===== config.mk =====
export PLATFORM = sky130hd
export DESIGN_NAME = pipe_hazard_ctrl_flat
export DESIGN_NICKNAME = d
export VERILOG_FILES = /design/src/rtl/pipe_ctrl_pkg.sv /design/src/rtl/pipe_hazard_ctrl_if.sv /design/src/rtl/pipe_hazard_ctrl_hazard_detect.sv /design/src/rtl/pipe_hazard_ctrl.sv /design/src/flat_wrapper.sv
export SDC_FILE = /design/constraint.sdc
export NUM_CORES = 1
export LEC_CHECK = 0
export BUFFER_PORTS_ARGS = -buffer_cell sky130_fd_sc_hd__buf_2
export CAP_MARGIN = 10
export CORE_MARGIN = 4
export CORE_UTILIZATION = 31
export DETAILED_ROUTE_END_ITERATION = 10
export HOLD_SLACK_MARGIN = 0.08
export PLACE_DENSITY = 0.56
export SYNTH_ARGS = -nofsm -noshare
export SYNTH_HDL_FRONTEND = slang
export SYNTH_SLANG_ARGS = --single-unit

===== constraint.sdc =====
create_clock -name clk_i -period 1.5 [get_ports clk_i]
set_clock_uncertainty 0.1 [all_clocks]
set_input_delay 0.3 -clock clk_i [delete_from_list [all_inputs] [get_ports clk_i]]
set_output_delay 0.3 -clock clk_i [all_outputs]
set_load 0.005 [all_outputs]

===== src/rtl/pipe_ctrl_pkg.sv =====
// Shared types and constants for the five-stage pipeline sequencer.
// Holds the sequencer state enum, wait-counter width and the pipeline control bundle.
package pipe_ctrl_pkg;

  localparam int WAIT_CNT_W = 8;
  localparam logic [4:0] ZERO_REG = 5'd0;

  typedef enum logic [1:0] {
    RUN      = 2'd0,
    MEM_WAIT = 2'd1,
    ERR      = 2'd2
  } ctrlState_e;

  typedef struct packed {
    logic pcWrite;
    logic ifIdWrite;
    logic idExWrite;
    logic exMemWrite;
    logic ifIdFlush;
    logic idExFlush;
    logic exMemFlush;
    logic memWbFlush;
    logic pcSelRedirect;
  } pipeCtrl_t;

  // Everything advances normally; the bubble freeze holds all stages and drains MEM/WB.
  localparam pipeCtrl_t CTRL_ADVANCE = pipeCtrl_t'(9'b1111_0000_0);
  localparam pipeCtrl_t CTRL_FREEZE  = pipeCtrl_t'(9'b0000_0001_0);

  // Normal-flow decision: a redirect squashes the younger slots and outranks load-use.
  function automatic pipeCtrl_t runCtrl(input logic redirect, input logic loadUse);
    pipeCtrl_t c;
    c = CTRL_ADVANCE;
    if (redirect) begin
      c.pcSelRedirect = 1'b1;
      c.ifIdFlush     = 1'b1;
      c.idExFlush     = 1'b1;
      c.exMemFlush    = 1'b1;
    end else if (loadUse) begin
      c.pcWrite   = 1'b0;
      c.ifIdWrite = 1'b0;
      c.idExFlush = 1'b1;
    end
    return c;
  endfunction

endpackage


===== src/rtl/pipe_hazard_ctrl_if.sv =====
// Hazard-observation inputs and pipeline-register controls between datapath and sequencer.
interface pipe_hazard_ctrl_if;

  logic [4:0] id_rs;
  logic [4:0] id_rt;
  logic       id_uses_rt;
  logic       ex_memread;
  logic [4:0] ex_writereg;
  logic       mem_redirect;
  logic       mem_access;
  logic       dmem_ready;

  logic       pc_write;
  logic       if_id_write;
  logic       id_ex_write;
  logic       ex_mem_write;
  logic       if_id_flush;
  logic       id_ex_flush;
  logic       ex_mem_flush;
  logic       mem_wb_flush;
  logic       pc_sel_redirect;

  modport master (
    output id_rs, id_rt, id_uses_rt, ex_memread, ex_writereg,
           mem_redirect, mem_access, dmem_ready,
    input  pc_write, if_id_write, id_ex_write, ex_mem_write,
           if_id_flush, id_ex_flush, ex_mem_flush, mem_wb_flush, pc_sel_redirect
  );

  modport slave (
    input  id_rs, id_rt, id_uses_rt, ex_memread, ex_writereg,
           mem_redirect, mem_access, dmem_ready,
    output pc_write, if_id_write, id_ex_write, ex_mem_write,
           if_id_flush, id_ex_flush, ex_mem_flush, mem_wb_flush, pc_sel_redirect
  );

endinterface


===== src/rtl/pipe_hazard_ctrl_hazard_detect.sv =====
// Combinational load-use compare between the load in EX and the source registers in ID.
module hazard_detect
  import pipe_ctrl_pkg::*;
(
  input  logic [4:0] idRs,
  input  logic [4:0] idRt,
  input  logic       idUsesRt,
  input  logic       exMemRead,
  input  logic [4:0] exWriteReg,
  output logic       loadUse
);

  // $zero is hardwired, so a load targeting it never creates a real dependency.
  assign loadUse = exMemRead && (exWriteReg != ZERO_REG) &&
                   ((exWriteReg == idRs) || (idUsesRt && (exWriteReg == idRt)));

endmodule


===== src/rtl/pipe_hazard_ctrl.sv =====
// Pipeline sequencer: load-use stalls, MEM-stage redirects and data-memory waits with timeout.
// Define HAZARD_PERF_CNT_EN to add the stall/wait/flush performance counters.
module pipe_hazard_ctrl
  import pipe_ctrl_pkg::*;
#(
  parameter int unsigned TIMEOUT = 16
) (
  input  logic                clk_i,
  input  logic                rst_n,
  pipe_hazard_ctrl_if.slave   hzd,
  output logic                err_o
`ifdef HAZARD_PERF_CNT_EN
  ,
  output logic [31:0]         stall_cycles_o,
  output logic [31:0]         wait_cycles_o,
  output logic [31:0]         flush_events_o
`endif
);

  localparam logic [WAIT_CNT_W-1:0] TIMEOUT_CNT = WAIT_CNT_W'(TIMEOUT);

  ctrlState_e            state;
  ctrlState_e            nextState;
  logic [WAIT_CNT_W-1:0] waitCnt;
  logic [WAIT_CNT_W-1:0] nextWaitCnt;
  logic                  freezeNow;
  logic                  memWait;
  logic                  loadUse;
  pipeCtrl_t             ctrl;

  hazard_detect uHazardDetect (
    .idRs      (hzd.id_rs),
    .idRt      (hzd.id_rt),
    .idUsesRt  (hzd.id_uses_rt),
    .exMemRead (hzd.ex_memread),
    .exWriteReg(hzd.ex_writereg),
    .loadUse   (loadUse)
  );

  assign memWait = hzd.mem_access && !hzd.dmem_ready;

  always_ff @(posedge clk_i or negedge rst_n) begin
    if (!rst_n) begin
      state   <= RUN;
      waitCnt <= '0;
    end else begin
      state   <= nextState;
      waitCnt <= nextWaitCnt;
    end
  end

  // A wait holds regardless of mem_access; only dmem_ready releases it, and the
  // release cycle falls through to the normal redirect/load-use evaluation.
  always_comb begin
    nextState   = state;
    nextWaitCnt = waitCnt;
    freezeNow   = 1'b0;
    case (state)
      RUN: begin
        if (memWait) begin
          freezeNow   = 1'b1;
          nextState   = MEM_WAIT;
          nextWaitCnt = WAIT_CNT_W'(1);
        end
      end
      MEM_WAIT: begin
        if (hzd.dmem_ready) begin
          nextState   = RUN;
          nextWaitCnt = '0;
        end else begin
          freezeNow = 1'b1;
          if (waitCnt == TIMEOUT_CNT) begin
            nextState = ERR;
          end else begin
            nextWaitCnt = waitCnt + 1'b1;
          end
        end
      end
      ERR: begin
        freezeNow = 1'b1;
      end
      default: begin
        nextState   = RUN;
        nextWaitCnt = '0;
      end
    endcase
  end

  assign ctrl = freezeNow ? CTRL_FREEZE : runCtrl(hzd.mem_redirect, loadUse);

  assign hzd.pc_write        = ctrl.pcWrite;
  assign hzd.if_id_write     = ctrl.ifIdWrite;
  assign hzd.id_ex_write     = ctrl.idExWrite;
  assign hzd.ex_mem_write    = ctrl.exMemWrite;
  assign hzd.if_id_flush     = ctrl.ifIdFlush;
  assign hzd.id_ex_flush     = ctrl.idExFlush;
  assign hzd.ex_mem_flush    = ctrl.exMemFlush;
  assign hzd.mem_wb_flush    = ctrl.memWbFlush;
  assign hzd.pc_sel_redirect = ctrl.pcSelRedirect;
  assign err_o               = (state == ERR);

`ifdef HAZARD_PERF_CNT_EN
  logic stallCycle;
  logic waitCycle;
  logic flushCycle;

  assign stallCycle = !freezeNow && !hzd.mem_redirect && loadUse;
  assign waitCycle  = freezeNow && (state != ERR);
  assign flushCycle = !freezeNow && hzd.mem_redirect;

  // Free-running wrapping counters, one increment per affected cycle.
  always_ff @(posedge clk_i or negedge rst_n) begin
    if (!rst_n) begin
      stall_cycles_o <= '0;
      wait_cycles_o  <= '0;
      flush_events_o <= '0;
    end else begin
      if (stallCycle) stall_cycles_o <= stall_cycles_o + 32'd1;
      if (waitCycle)  wait_cycles_o  <= wait_cycles_o + 32'd1;
      if (flushCycle) flush_events_o <= flush_events_o + 32'd1;
    end
  end
`endif

endmodule


===== src/flat_wrapper.sv =====
// flat-port wrapper written by rule: the top's interface ports become plain ports
module pipe_hazard_ctrl_flat import pipe_ctrl_pkg::*;
#(
  parameter int unsigned TIMEOUT = 16
)
  (clk_i, rst_n, err_o, hzd_id_rs, hzd_id_rt, hzd_id_uses_rt, hzd_ex_memread, hzd_ex_writereg, hzd_mem_redirect, hzd_mem_access, hzd_dmem_ready, hzd_pc_write, hzd_if_id_write, hzd_id_ex_write, hzd_ex_mem_write, hzd_if_id_flush, hzd_id_ex_flush, hzd_ex_mem_flush, hzd_mem_wb_flush, hzd_pc_sel_redirect);
  pipe_hazard_ctrl_if hzd_i ();
  input  logic clk_i;
  input  logic rst_n;
  output logic err_o;
  input wire logic [$bits(hzd_i.id_rs)-1:0] hzd_id_rs;
  input wire logic [$bits(hzd_i.id_rt)-1:0] hzd_id_rt;
  input wire logic [$bits(hzd_i.id_uses_rt)-1:0] hzd_id_uses_rt;
  input wire logic [$bits(hzd_i.ex_memread)-1:0] hzd_ex_memread;
  input wire logic [$bits(hzd_i.ex_writereg)-1:0] hzd_ex_writereg;
  input wire logic [$bits(hzd_i.mem_redirect)-1:0] hzd_mem_redirect;
  input wire logic [$bits(hzd_i.mem_access)-1:0] hzd_mem_access;
  input wire logic [$bits(hzd_i.dmem_ready)-1:0] hzd_dmem_ready;
  output wire logic [$bits(hzd_i.pc_write)-1:0] hzd_pc_write;
  output wire logic [$bits(hzd_i.if_id_write)-1:0] hzd_if_id_write;
  output wire logic [$bits(hzd_i.id_ex_write)-1:0] hzd_id_ex_write;
  output wire logic [$bits(hzd_i.ex_mem_write)-1:0] hzd_ex_mem_write;
  output wire logic [$bits(hzd_i.if_id_flush)-1:0] hzd_if_id_flush;
  output wire logic [$bits(hzd_i.id_ex_flush)-1:0] hzd_id_ex_flush;
  output wire logic [$bits(hzd_i.ex_mem_flush)-1:0] hzd_ex_mem_flush;
  output wire logic [$bits(hzd_i.mem_wb_flush)-1:0] hzd_mem_wb_flush;
  output wire logic [$bits(hzd_i.pc_sel_redirect)-1:0] hzd_pc_sel_redirect;
  assign hzd_i.id_rs = hzd_id_rs;
  assign hzd_i.id_rt = hzd_id_rt;
  assign hzd_i.id_uses_rt = hzd_id_uses_rt;
  assign hzd_i.ex_memread = hzd_ex_memread;
  assign hzd_i.ex_writereg = hzd_ex_writereg;
  assign hzd_i.mem_redirect = hzd_mem_redirect;
  assign hzd_i.mem_access = hzd_mem_access;
  assign hzd_i.dmem_ready = hzd_dmem_ready;
  assign hzd_pc_write = hzd_i.pc_write;
  assign hzd_if_id_write = hzd_i.if_id_write;
  assign hzd_id_ex_write = hzd_i.id_ex_write;
  assign hzd_ex_mem_write = hzd_i.ex_mem_write;
  assign hzd_if_id_flush = hzd_i.if_id_flush;
  assign hzd_id_ex_flush = hzd_i.id_ex_flush;
  assign hzd_ex_mem_flush = hzd_i.ex_mem_flush;
  assign hzd_mem_wb_flush = hzd_i.mem_wb_flush;
  assign hzd_pc_sel_redirect = hzd_i.pc_sel_redirect;
  pipe_hazard_ctrl #(.TIMEOUT(TIMEOUT)) u_core (.clk_i(clk_i), .rst_n(rst_n), .hzd(hzd_i), .err_o(err_o));
endmodule

Word-level counts from Yosys, hierarchy flattened:

Index checks and enable logic that the tools add are counted.

* register bits: 10
* latch bits: 0
* memory bits (writable): 0
* memory bits (read-only): 0
* bits of input ports: 22
* output and inout bits: 10
* logic and storage cells: 39
* memories kept: 0

* $add $sub $neg: 1
* multiply operators: 0
* div/mod/pow operators: 0
* magnitude comparators: 0
* equal/unequal tests: 8
* shift-type cells: 0
* multiplexer cells: 17
* bitwise operators: 1
* reductions and logical operators: 10

Operators with widths (count)
* two-way mux 8 bit: 3
* case mux 8 bit (3 select lines): 1
* == test 5 bit: 2
* two-way mux 2 bit: 5
* two-way mux 9 bit: 1
* adder 8 x 1 -> 8 bit (second input constant): 1
* == test 8 x 5 -> 1 bit (second input constant): 1
* case mux 2 bit (3 select lines): 1
* AND reduction 3 bit: 2
* two-way mux 1 bit: 5
* nonzero test 5 bit: 1
* logical AND 1 bit: 4
* inequality test 3 x 2 -> 1 bit (second input constant): 1
* inequality test 3 bit (second input constant): 1
* case mux 1 bit (3 select lines): 1
* == test 2 x 1 -> 1 bit (second input constant): 1
* == test 2 bit (second input constant): 1
* zero test 2 bit: 1
* inequality test 2 x 1 -> 1 bit (second input constant): 1
* zero test 1 bit: 1
* logical OR 1 bit: 1
* NOT 1 bit: 1

Depth between registers and ports, before layout:

Gate-level depths: netlist of the first run.

* depth after elaboration: 7
* mapped depth: 6
* gate-level depth less buffers: 6

By module:

Synthesis of the first run repeated with hierarchy kept, for this count alone.

* cells, all modules: 98
* area, all modules: 859.6 um^2

Modules (own cells, without submodules)
* pipe_hazard_ctrl: instances 1, cells each 81, area an instance 726.9 um^2, seq. area each 250.2 um^2
* hazard_detect: instances 1, cells each 17, area an instance 132.6 um^2, seq. area each 0.0 um^2

Worst setup path after synthesis of the first run:

No wires, ideal clock.

* kind: in2out
* from: input hzd_ex_writereg[0]
* to: output hzd_pc_write
* arrival: 1.283 ns
* data required time: 1.100 ns
* slack: -0.183 ns
* stages: 4
* path buffers: 1
* path through: or4_1 o21ai_0 o31a_1 buf_4

* word-level cells in the longest chain between the ends: 7
* elaborated cells on any way between the ends: 10
* those cells by class: eq/ne (2); mux (3); reduce/logical (5)

Ends and longest elaborated chain
* start: declaration: line flat_wrapper.sv:15 `input wire logic [$bits(hzd_i.ex_writereg)-1:0] hzd_ex_writereg;`
* == test 5 bit: line pipe_hazard_ctrl_hazard_detect.sv:15 `((exWriteReg == idRs) || (idUsesRt && (exWriteReg == idRt)));`
* logical AND 1 bit: line pipe_hazard_ctrl_hazard_detect.sv:15
* logical OR 1 bit: line pipe_hazard_ctrl_hazard_detect.sv:15
* logical AND 1 bit *: line pipe_hazard_ctrl_hazard_detect.sv:14 `assign loadUse = exMemRead && (exWriteReg != ZERO_REG) &&`
* two-way mux 2 bit *: line pipe_ctrl_pkg.sv:39 `end else if (loadUse) begin`
* two-way mux 2 bit *: line pipe_ctrl_pkg.sv:34 `if (redirect) begin`
* two-way mux 9 bit *: line pipe_hazard_ctrl.sv:89 `assign ctrl = freezeNow ? CTRL_FREEZE : runCtrl(hzd.mem_redirect, loadUse);`
* end: declaration: line flat_wrapper.sv:19 `output wire logic [$bits(hzd_i.pc_write)-1:0] hzd_pc_write;`

Mark *: on every way between the ends. The rest lies on a longest branch, timed or not.

Final worst setup path of the first run:

* from: register u_core.state[0]
* to: output hzd_id_ex_flush

* word-level cells in the longest chain between the ends: 3
* elaborated cells on any way between the ends: 5
* those cells by class: eq/ne (2); mux (2); reduce/logical (1)

Ends and longest elaborated chain
* start: declaration: line pipe_hazard_ctrl.sv:22 `ctrlState_e state;`
* start signal: assignment: line pipe_hazard_ctrl.sv:47 `state <= nextState;`
* == test 2 bit (tied with other cells): line pipe_hazard_ctrl.sv:58 `case (state)`
* case mux 1 bit (3 select lines) *: line pipe_hazard_ctrl.sv:58
* two-way mux 9 bit *: line pipe_hazard_ctrl.sv:89
* end: declaration: line flat_wrapper.sv:24 `output wire logic [$bits(hzd_i.id_ex_flush)-1:0] hzd_id_ex_flush;`

Marks and branches as above.

==> flow_summary.yaml, run 1 <==
power_and_ir_drop:
  pwr-share-seq_pct: 34.0
  p_int_mw: 0.607
  power.density_nw_per_um2: 625
  switching_share_pct: 28.8
  pwr-share-comb_pct: 37.4
  ir_drop_mv: 0.404
  clkPwrFrac_pct: 28.6
  power_mw: 0.853
  power_switching_mw: 0.246
  p_leak_nw: 0.634
run_status:
  outcome: "finished, violations left"
  violations: "negative setup slack"
setup_path:
  r2r_end: "u_core.waitCnt[5]$_DFFE_PN0P_"
  worstPathArrival_ns: 1.43
  r2r_cells: 7
  critPathRequiredTime_ns: 1.10
  path_class: "flip-flop to primary output"
  cp_max_fo: 4
  endpoint_kind: "primary output"
  cp-start-kind: "flip-flop"
  ff2ff_setup_slack_ns: -0.08
  worstReg2RegStart: "u_core.state[0]$_DFFE_PN0P_"
floorplanning:
  fp-row-count: 17
  coreArea_sq_um: 2300
  start_util_pct: 33.9
  die_area_sq_um: 3380
  ioPinCount: 32
  fp.dieW_microns: 58.1
  die_h_microns: 58.1
final_layout:
  fill_cells: 210
  final_layout_size_suffix_gt1_share_pct: 59.2
  nets: 167
  register_area_sq_um: 250
  design_area_sq_um: 1370
  antenna_cells: 0
  area_delta_synth_final_pct: 75.4
  fin_util_pct: 59.4
  final_cells: 170
  mostFrequentLayoutCells: "buf_2, buf_6, buf_4"
  final_common_cell: "buf_2"
  multi_input_area_sq_um: 597
placed_design:
  port_buffers: 31
  placed_cells: 156
  dpl_cell_area_sq_um: 1060
  dp_hpwl_microns: 1640
  gp_congestion: 0.835
routing:
  vias_per_cell: 5.08
  wirelength_microns: 2280
  wl_per_cell_microns: 13.4
  drtAntennaViolNets: 0
  vias: 864
  dr.pass1.iters: 4
  drt_iter0_markers: 14
  drcViolationCount: 0
flow_run:
  drv_cap: 0
global_routing:
  grt_pass1_vias: 893
  grt_overflow: 0
  grt_use_total_pct: 14.4
  grt_start_max_net_pins: 12
  grt_pass1_wl_microns: 3770
  antenna_found_initial: 0
sta:
  rsz0062_at_grt: "yes"
  tns_ns: -2.89
  slew_headroom_pct: 82.2
  fmax_mhz: 546
  fin_crit_ns: 1.83
  setup_viol_count_final: 17
  final_hold_viol_count: 0
  final_max_slew_viol_count: 0
  worst_slack_ns: -0.333
  finalCritPeriodShare_pct: 122
  worst-slew-pin-transition_ns: 0.264
yosys:
  syn_area_sq_um: 778
  syn_area_per_cell_sq_um: 8.74
  synth_cells: 89
  yosys.area_share.simple_pct: 21.9
  synthesis.nets: 113
  synthMuxAreaShare_pct: 0
  ys_seq_area_share_pct: 32.2
  synthAdderAreaFrac_pct: 3.22
  yosys_warnings: 0
  synth_compound_gate_area_share_pct: 22.0
  ys_types: 36
  synth_top_family_by_area: "compound AO/OA/AOI/OAI gates"
  synthXorXnorAreaFrac_pct: 13.5
  synth-seq-cells: 10
clock_network:
  clk_pin_slew_ns: 0.07
  clockBufferDepth: 2
  cts_root_buf: "clkbuf_4"
  cts_buffers: 3
  clock_latency_ns: 0.27
  clock-sinks: 10
  cts_tree: "done"
  htree_num_levels: 1
worst_hold_path:
  hp-class: "primary input to async pin"
flip-flops by register name (all words and copies together), names as in the netlist:
| register | cells |
|---|---|
| u_core.waitCnt | 8 |
| u_core.state | 2 |
cells in the mapped netlist:
master,instances,area (sq um)
nor2_1,7,26.3
o31a_1,1,8.76
clkbuf_1,2,7.51
xor2_1,11,96.3
o21bai_1,1,7.51
a32oi_1,1,8.76
dfrtp_1,10,250
or3b_1,1,8.76
o21ai_0,9,45.0
or4_1,1,7.51
inv_1,5,18.8
and2_1,1,6.26
nor2b_1,4,25.0
nand2_1,3,11.3
o22ai_1,1,6.26
o2111ai_1,2,17.5
and3_1,1,6.26
nand4_1,1,6.26
nor3_1,1,5.00
nand3_1,3,15.0
nor4b_2,1,15.0
nand3_2,1,10.0
a31oi_1,1,6.26
o31ai_1,4,30.0
nor4_1,1,6.26
a31o_1,1,8.76
a21oi_1,1,5.00
xnor2_1,1,8.76
a21oi_2,1,8.76
a32o_1,1,10.0
and3_2,1,7.51
or2_2,1,6.26
nor3b_1,1,7.51
ha_1,2,25.0
a22o_1,1,8.76
buf_4,4,30.0
through the flow:
stage	hold slack, ns	worst slack (ns)
detailed placement	0.0781	-0.380
global route	0.336	-0.418
finish	0.323	-0.333
CTS	0.325	-0.358
floorplan	-0.0956	-0.175
global placement	0.0773	-0.357
kinds of logic after synthesis:
family / count (synthesis)
simple gates: 29
compound gates: 25
xor+xnor: 12
buf+inv: 11
flops: 10
fa+ha+maj: 2
worst max-delay path, cell delays in order, from the launching register on:
cell and delay [ns]:
dfrtp_1 0.38, or2_4 0.25, a21oi_4 0.18, inv_2 0.06, o31ai_2 0.16, buf_2 0.14
layer usage:
| metal | track usage, % | part of all wire, % |
|---|---|---|
| met1 | 15.8 | 39 |
| met2 | 26.8 | 55 |
| met3 | 1.34 | 4.4 |
| met4 | 7.95 | 2.0 |
| met5 | 0 | 0 |
what timing repair did:
item	CTS	global route
hold endpoints to repair	10	0
setup endpoints to repair	17	20
hold buffers	1	0
pin swaps	16	11
buffers inserted	9	1
resized for setup	32	16
final cells by class:
cell class,instances,share of cell area (%)
well taps,28,2.57
repair buffers,55,31.3
clock buffers,4,2.66
inverters,5,1.37
flip-flops and latches,10,18.3
multi-input cells,68,43.7
power by group through the flow:
stage | sequential [mW] | combinational, mW | clock (mW)
detailed placement | 0.294 | 0.228 | 0
global route | 0.291 | 0.351 | 0.262
finish | 0.290 | 0.319 | 0.244
CTS | 0.290 | 0.286 | 0.252
floorplan | 0.301 | 0.116 | 0
global placement | 0.293 | 0.226 | 0
worst max-delay path by stage:
stage                                           start         endpoint  depth (start not counted)
after CTS                                hzd_id_rt[0]  hzd_if_id_write                          6
after global routing                     hzd_id_rt[4]     hzd_pc_write                          6
final                     u_core.state[0]$_DFFE_PN0P_  hzd_id_ex_flush                          5
after detailed placement           hzd_ex_writereg[4]  hzd_if_id_write                          6
after global placement             hzd_ex_writereg[4]     hzd_pc_write                          6
after floorplan                    hzd_ex_writereg[4]     hzd_pc_write                          5
Power figures use the tool's default switching activity.
==> run 2: changes to the inputs <==
--- a/config.mk
+++ b/config.mk
@@ -7,6 +7,7 @@
 export LEC_CHECK = 0
 export BUFFER_PORTS_ARGS = -buffer_cell sky130_fd_sc_hd__buf_2
 export CAP_MARGIN = 10
+export CORE_ASPECT_RATIO = 1.1
 export CORE_MARGIN = 4
 export CORE_UTILIZATION = 31
 export DETAILED_ROUTE_END_ITERATION = 10
==> run 2 against run 1 <==
The run still ends with negative setup slack left. Utilization fell by 5.0 points. First-iteration DRC count fell by 21%. Hold slack improved by 0.00078 ns. Design area fell by 7.5%. Fmax fell by 0.38%. Clock power fell by 27%. Die area barely moved. Critical endpoint unchanged.
==> flow_summary.yaml, run 2 (synthesis gave the netlist of run 1 again) <==
routing:
  drcViolationCount: 0
  vias: 838
  drtAntennaViolNets: 0
  vias_per_cell: 5.02
  wirelength_microns: 2020
  dr.pass1.iters: 4
  drt_iter0_markers: 11
  wl_per_cell_microns: 12.1
power_and_ir_drop:
  p_leak_nw: 0.592
  ir_drop_mv: 0.332
  power.density_nw_per_um2: 597
  power_mw: 0.753
clock_network:
  clk_pin_slew_ns: 0.06
  cts_tree: "done"
  clock-sinks: 10
  cts_buffers: 3
  htree_num_levels: 1
  clock_latency_ns: 0.26
  cts_root_buf: "clkbuf_4"
  clockBufferDepth: 2
sta:
  final_hold_viol_count: 0
  fin_crit_ns: 1.84
  rsz0062_at_grt: "yes"
  worst_slack_ns: -0.340
  slew_headroom_pct: 83.8
  fmax_mhz: 544
  worst-slew-pin-transition_ns: 0.243
  final_max_slew_viol_count: 0
  setup_viol_count_final: 14
  finalCritPeriodShare_pct: 123
flow_run:
  drv_cap: 0
global_routing:
  grt_pass1_wl_microns: 3460
  grt_pass1_vias: 862
  grt_start_max_net_pins: 11
  grt_use_total_pct: 13.1
  grt_overflow: 0
  antenna_found_initial: 0
setup_path:
  endpoint_kind: "primary output"
  path_class: "flip-flop to primary output"
  cp_max_fo: 5
  ff2ff_setup_slack_ns: -0.09
  critPathRequiredTime_ns: 1.10
  worstReg2RegStart: "u_core.waitCnt[0]$_DFFE_PN0P_"
  worstPathArrival_ns: 1.44
  r2r_end: "u_core.waitCnt[0]$_DFFE_PN0P_"
  r2r_cells: 6
  cp-start-kind: "flip-flop"
final_layout:
  area_delta_synth_final_pct: 62.2
  nets: 163
  mostFrequentLayoutCells: "buf_2, buf_4, buf_6"
  final_layout_size_suffix_gt1_share_pct: 54.0
  fill_cells: 226
  largest_reg_flops: 8
  final_common_cell: "buf_2"
  largestRegisters: "u_core.waitCnt (8), u_core.state (2)"
  regMostFlops: "u_core.waitCnt"
  antenna_cells: 0
floorplanning:
  coreArea_sq_um: 2320
  fp-row-count: 18
  ioPinCount: 32
  die_h_microns: 60.6
  start_util_pct: 33.5
  fp.dieW_microns: 55.8
  die_area_sq_um: 3380
run_status:
  outcome: "finished, violations left"
  violations: "negative setup slack"
placed_design:
  dpl_worst_slack_ns: -0.378
  port_buffers: 31
  gp_congestion: 0.828
  dp_hpwl_microns: 1590
worst_hold_path:
  hp-class: "primary input to async pin"
run 2: changes by cell type in the layout (fill, tap and decap cells not counted), moves of 2 or more:
cell,previous run,this run
buf_6,16,12
nor2_2,2,0
o2111ai_1,0,2
o21ai_0,2,5
o21ai_1,7,4
run 2: worst max-delay path: stages (launching register included):
cell and delay, ns:
dfrtp_1 0.38, or2_4 0.25, a21oi_4 0.18, inv_2 0.05
o31ai_1 0.17, buf_2 0.15
run 2: report_power, final:
part	switching, mW	internal (mW)	total [mW]
clock	0.0860	0.0924	0.178
sequential	0.00848	0.281	0.290
combinational	0.130	0.155	0.285
run 2: worst max path at each step:
stage | startpoint | to | slack [ns] | cells after the start
6_report | u_core.state[0]$_DFFE_PN0P_ | hzd_id_ex_flush | -0.34 | 5
5_1_grt | u_core.state[0]$_DFFE_PN0P_ | hzd_id_ex_flush | -0.43 | 5
4_1_cts | hzd_id_rt[0] | hzd_pc_write | -0.37 | 6
3_5_place_dp | hzd_ex_writereg[4] | hzd_pc_write | -0.38 | 6
3_3_place_gp | hzd_ex_writereg[4] | hzd_if_id_write | -0.35 | 6
2_1_floorplan | hzd_ex_writereg[4] | hzd_pc_write | -0.17 | 5
run 2: cell type report:
cell class                      count  area, sq um  area share (%)
Inverter                            5         18.8            1.49
Timing Repair Buffer               51          375            29.7
Clock buffer                        3         22.5            1.78
Tap cell                           30         37.5            2.97
Sequential cell                    10          251            19.9
Multi-Input combinational cell     68          557            44.1
run 2: per-stage QoR:
stage	utilization (%)	instances	TNS (ns)	hold slack (ns)	area (sq um)
after floorplan	-	89	-0.354	-0.0956	800
after global placement	46.7	161	-1.14	0.0757	1080
after detailed placement	46.7	161	-1.25	0.0772	1080
after CTS	51.9	167	-2.60	0.332	1200
after global routing	54.4	167	-3.64	0.368	1260
final	54.4	167	-2.33	0.324	1260
run 2: what timing repair did:
item,4_1_cts,5_1_grt
pin swaps,16,10
setup endpoints to repair,14,20
hold endpoints to repair,10,0
gates cloned,0,0
hold buffers,1,0
gates resized for setup,20,14
buffers inserted,2,0
run 2: layer usage:
layer / track usage (%) / routed length, microns / vias to the layer above
met5: 0 / 0 / -
met2: 25.7 / 1120 / 23
met3: 2.13 / 108 / 4
met1: 13.2 / 741 / 397
li1: - / - / 414
met4: 8.33 / 50 / 0
==> run 3: changes to the inputs <==
==> constraint.sdc (replaced) <==
create_clock -name clk_i -period 1.5 [get_ports clk_i]
set_clock_uncertainty 0.1 [all_clocks]
set_input_delay 0.15 -clock clk_i [delete_from_list [all_inputs] [get_ports clk_i]]
set_output_delay 0.15 -clock clk_i [all_outputs]
set_load 0.005 [all_outputs]
==> run 3 against run 2 <==
The run still ends with negative setup slack left. Hold slack worse by 0.16 ns. Total power up 3.0%. Critical path type unchanged. Critical endpoint is now hzd_pc_write. Largest cell class unchanged. Worst setup slack better by 0.16 ns. Highest routed layer unchanged. Register-to-register slack better by 0.02 ns. Die area unchanged. Routed wire length up 9.0%. Via count up 1.3%.
==> flow_summary.yaml, run 3 (synthesis gave the netlist of run 1 again) <==
setup_path:
  worstPathArrival_ns: 1.43
  path_class: "flip-flop to primary output"
  endpoint_kind: "primary output"
  worstReg2RegStart: "u_core.waitCnt[0]$_DFFE_PN0P_"
  r2r_cells: 6
  cp_max_fo: 3
  critPathRequiredTime_ns: 1.25
  cp-start-kind: "flip-flop"
  critPathLaunch: "u_core.state[0]$_DFFE_PN0P_"
routing:
  drtAntennaViolNets: 0
  wl_per_cell_microns: 13.1
  drt_iter0_markers: 17
  drcViolationCount: 0
  dr.pass1.iters: 4
  vias: 849
  vias_per_cell: 5.05
  wirelength_microns: 2200
sta:
  rsz0062_at_grt: "yes"
  final_hold_viol_count: 0
  setup_viol_count_final: 13
  worst-slew-pin-transition_ns: 0.284
  final_max_slew_viol_count: 0
  finalCritPeriodShare_pct: 112
  worst_slack_ns: -0.179
  fmax_mhz: 596
  fin_crit_ns: 1.68
  slew_headroom_pct: 80.9
  tns_ns: -1.55
  whs_ns: 0.163
global_routing:
  grt_use_total_pct: 12.8
  grt_overflow: 0
  grt_pass1_vias: 814
  grt_start_max_net_pins: 14
  antenna_found_initial: 0
  grt_pass1_wl_microns: 3320
clock_network:
  cts_root_buf: "clkbuf_4"
  clockBufferDepth: 2
  cts_tree: "done"
  clock-sinks: 10
  clk_pin_slew_ns: 0.07
  htree_num_levels: 1
  clock_latency_ns: 0.27
  cts_buffers: 3
final_layout:
  nets: 164
  final_layout_size_suffix_gt1_share_pct: 55.1
  largestRegisters: "u_core.waitCnt (8), u_core.state (2)"
  antenna_cells: 0
  regMostFlops: "u_core.waitCnt"
  design_area_sq_um: 1250
  mostFrequentLayoutCells: "buf_2, buf_4, xor2_1"
  final_common_cell: "buf_2"
  largest_reg_flops: 8
  area_delta_synth_final_pct: 60.3
run_status:
  outcome: "finished, violations left"
  violations: "negative setup slack"
placed_design:
  port_buffers: 31
  dp_hpwl_microns: 1510
  dpl_cell_area_sq_um: 1040
  dpl_worst_slack_ns: -0.0881
  gp_congestion: 0.780
flow_run:
  drv_cap: 0
floorplanning:
  die_h_microns: 60.6
  ioPinCount: 32
  start_util_pct: 33.5
  fp-row-count: 18
  fp.dieW_microns: 55.8
  coreArea_sq_um: 2320
  die_area_sq_um: 3380
power_and_ir_drop:
  power.density_nw_per_um2: 622
  ir_drop_mv: 0.296
  p_leak_nw: 0.586
worst_hold_path:
  hp-class: "primary input to async pin"
-- run 3: worst paths after layout --
kind	to	slack (ns)
max in group asynchronous	u_core.waitCnt[0]$_DFFE_PN0P_	0.94
worst max-delay path	hzd_pc_write	-0.18
worst min register to register	u_core.waitCnt[4]$_DFFE_PN0P_	0.47
min in group clk_i	u_core.waitCnt[6]$_DFFE_PN0P_	0.19
worst max register to register	u_core.waitCnt[0]$_DFFE_PN0P_	-0.07
worst min-delay path	u_core.waitCnt[3]$_DFFE_PN0P_	0.16
-- run 3: metal layers --
metal  up-vias  wire length, microns  part of all wire [%]  GRT usage (%)
met5         -                     0                     0              0
met4         0                    67                   3.0           8.33
met3         7                   132                   6.0           2.55
met2        32                  1150                    52           23.8
met1       394                   849                    39           13.5
li1        416                     -                     -              -
-- run 3: stage by stage --
stage / instances / util (%) / power, mW
floorplan: 89 / - / 0.416
global placement: 156 / 44.9 / 0.514
detailed placement: 156 / 44.9 / 0.517
CTS: 165 / 49.4 / 0.740
global route: 168 / 53.8 / 0.822
finish: 168 / 53.8 / 0.776
-- run 3: repair_timing --
item / CTS / global route
resized for setup: 12 / 18
gates cloned: 0 / 0
endpoints found under the hold margin: 10 / 0
setup endpoints to repair: 14 / 18
setup buffers: 5 / 4
pin swaps: 6 / 10
hold buffers: 1 / 0
-- run 3: critical path, stage by stage (launching register included) --
cell and delay (ns):
dfrtp_1 0.39, or2_4 0.25, a21oi_4 0.15, buf_6 0.13, o31a_1 0.13, buf_2 0.11
-- run 3: area by class of cell --
cell class	instances	area [sq um]
clock buffer	3	22.5
fill	215	1070
inverter	5	18.8
multi-input combinational	68	572
sequential	10	250
tap	30	37.5
timing repair buffer	52	347
-- run 3: power by group --
part           total [mW]  leakage, nW  internal [mW]  switching (mW)
Clock               0.190       0.0138         0.0930          0.0969
Combinational       0.296        0.437          0.161           0.135
Sequential          0.290        0.135          0.281         0.00859
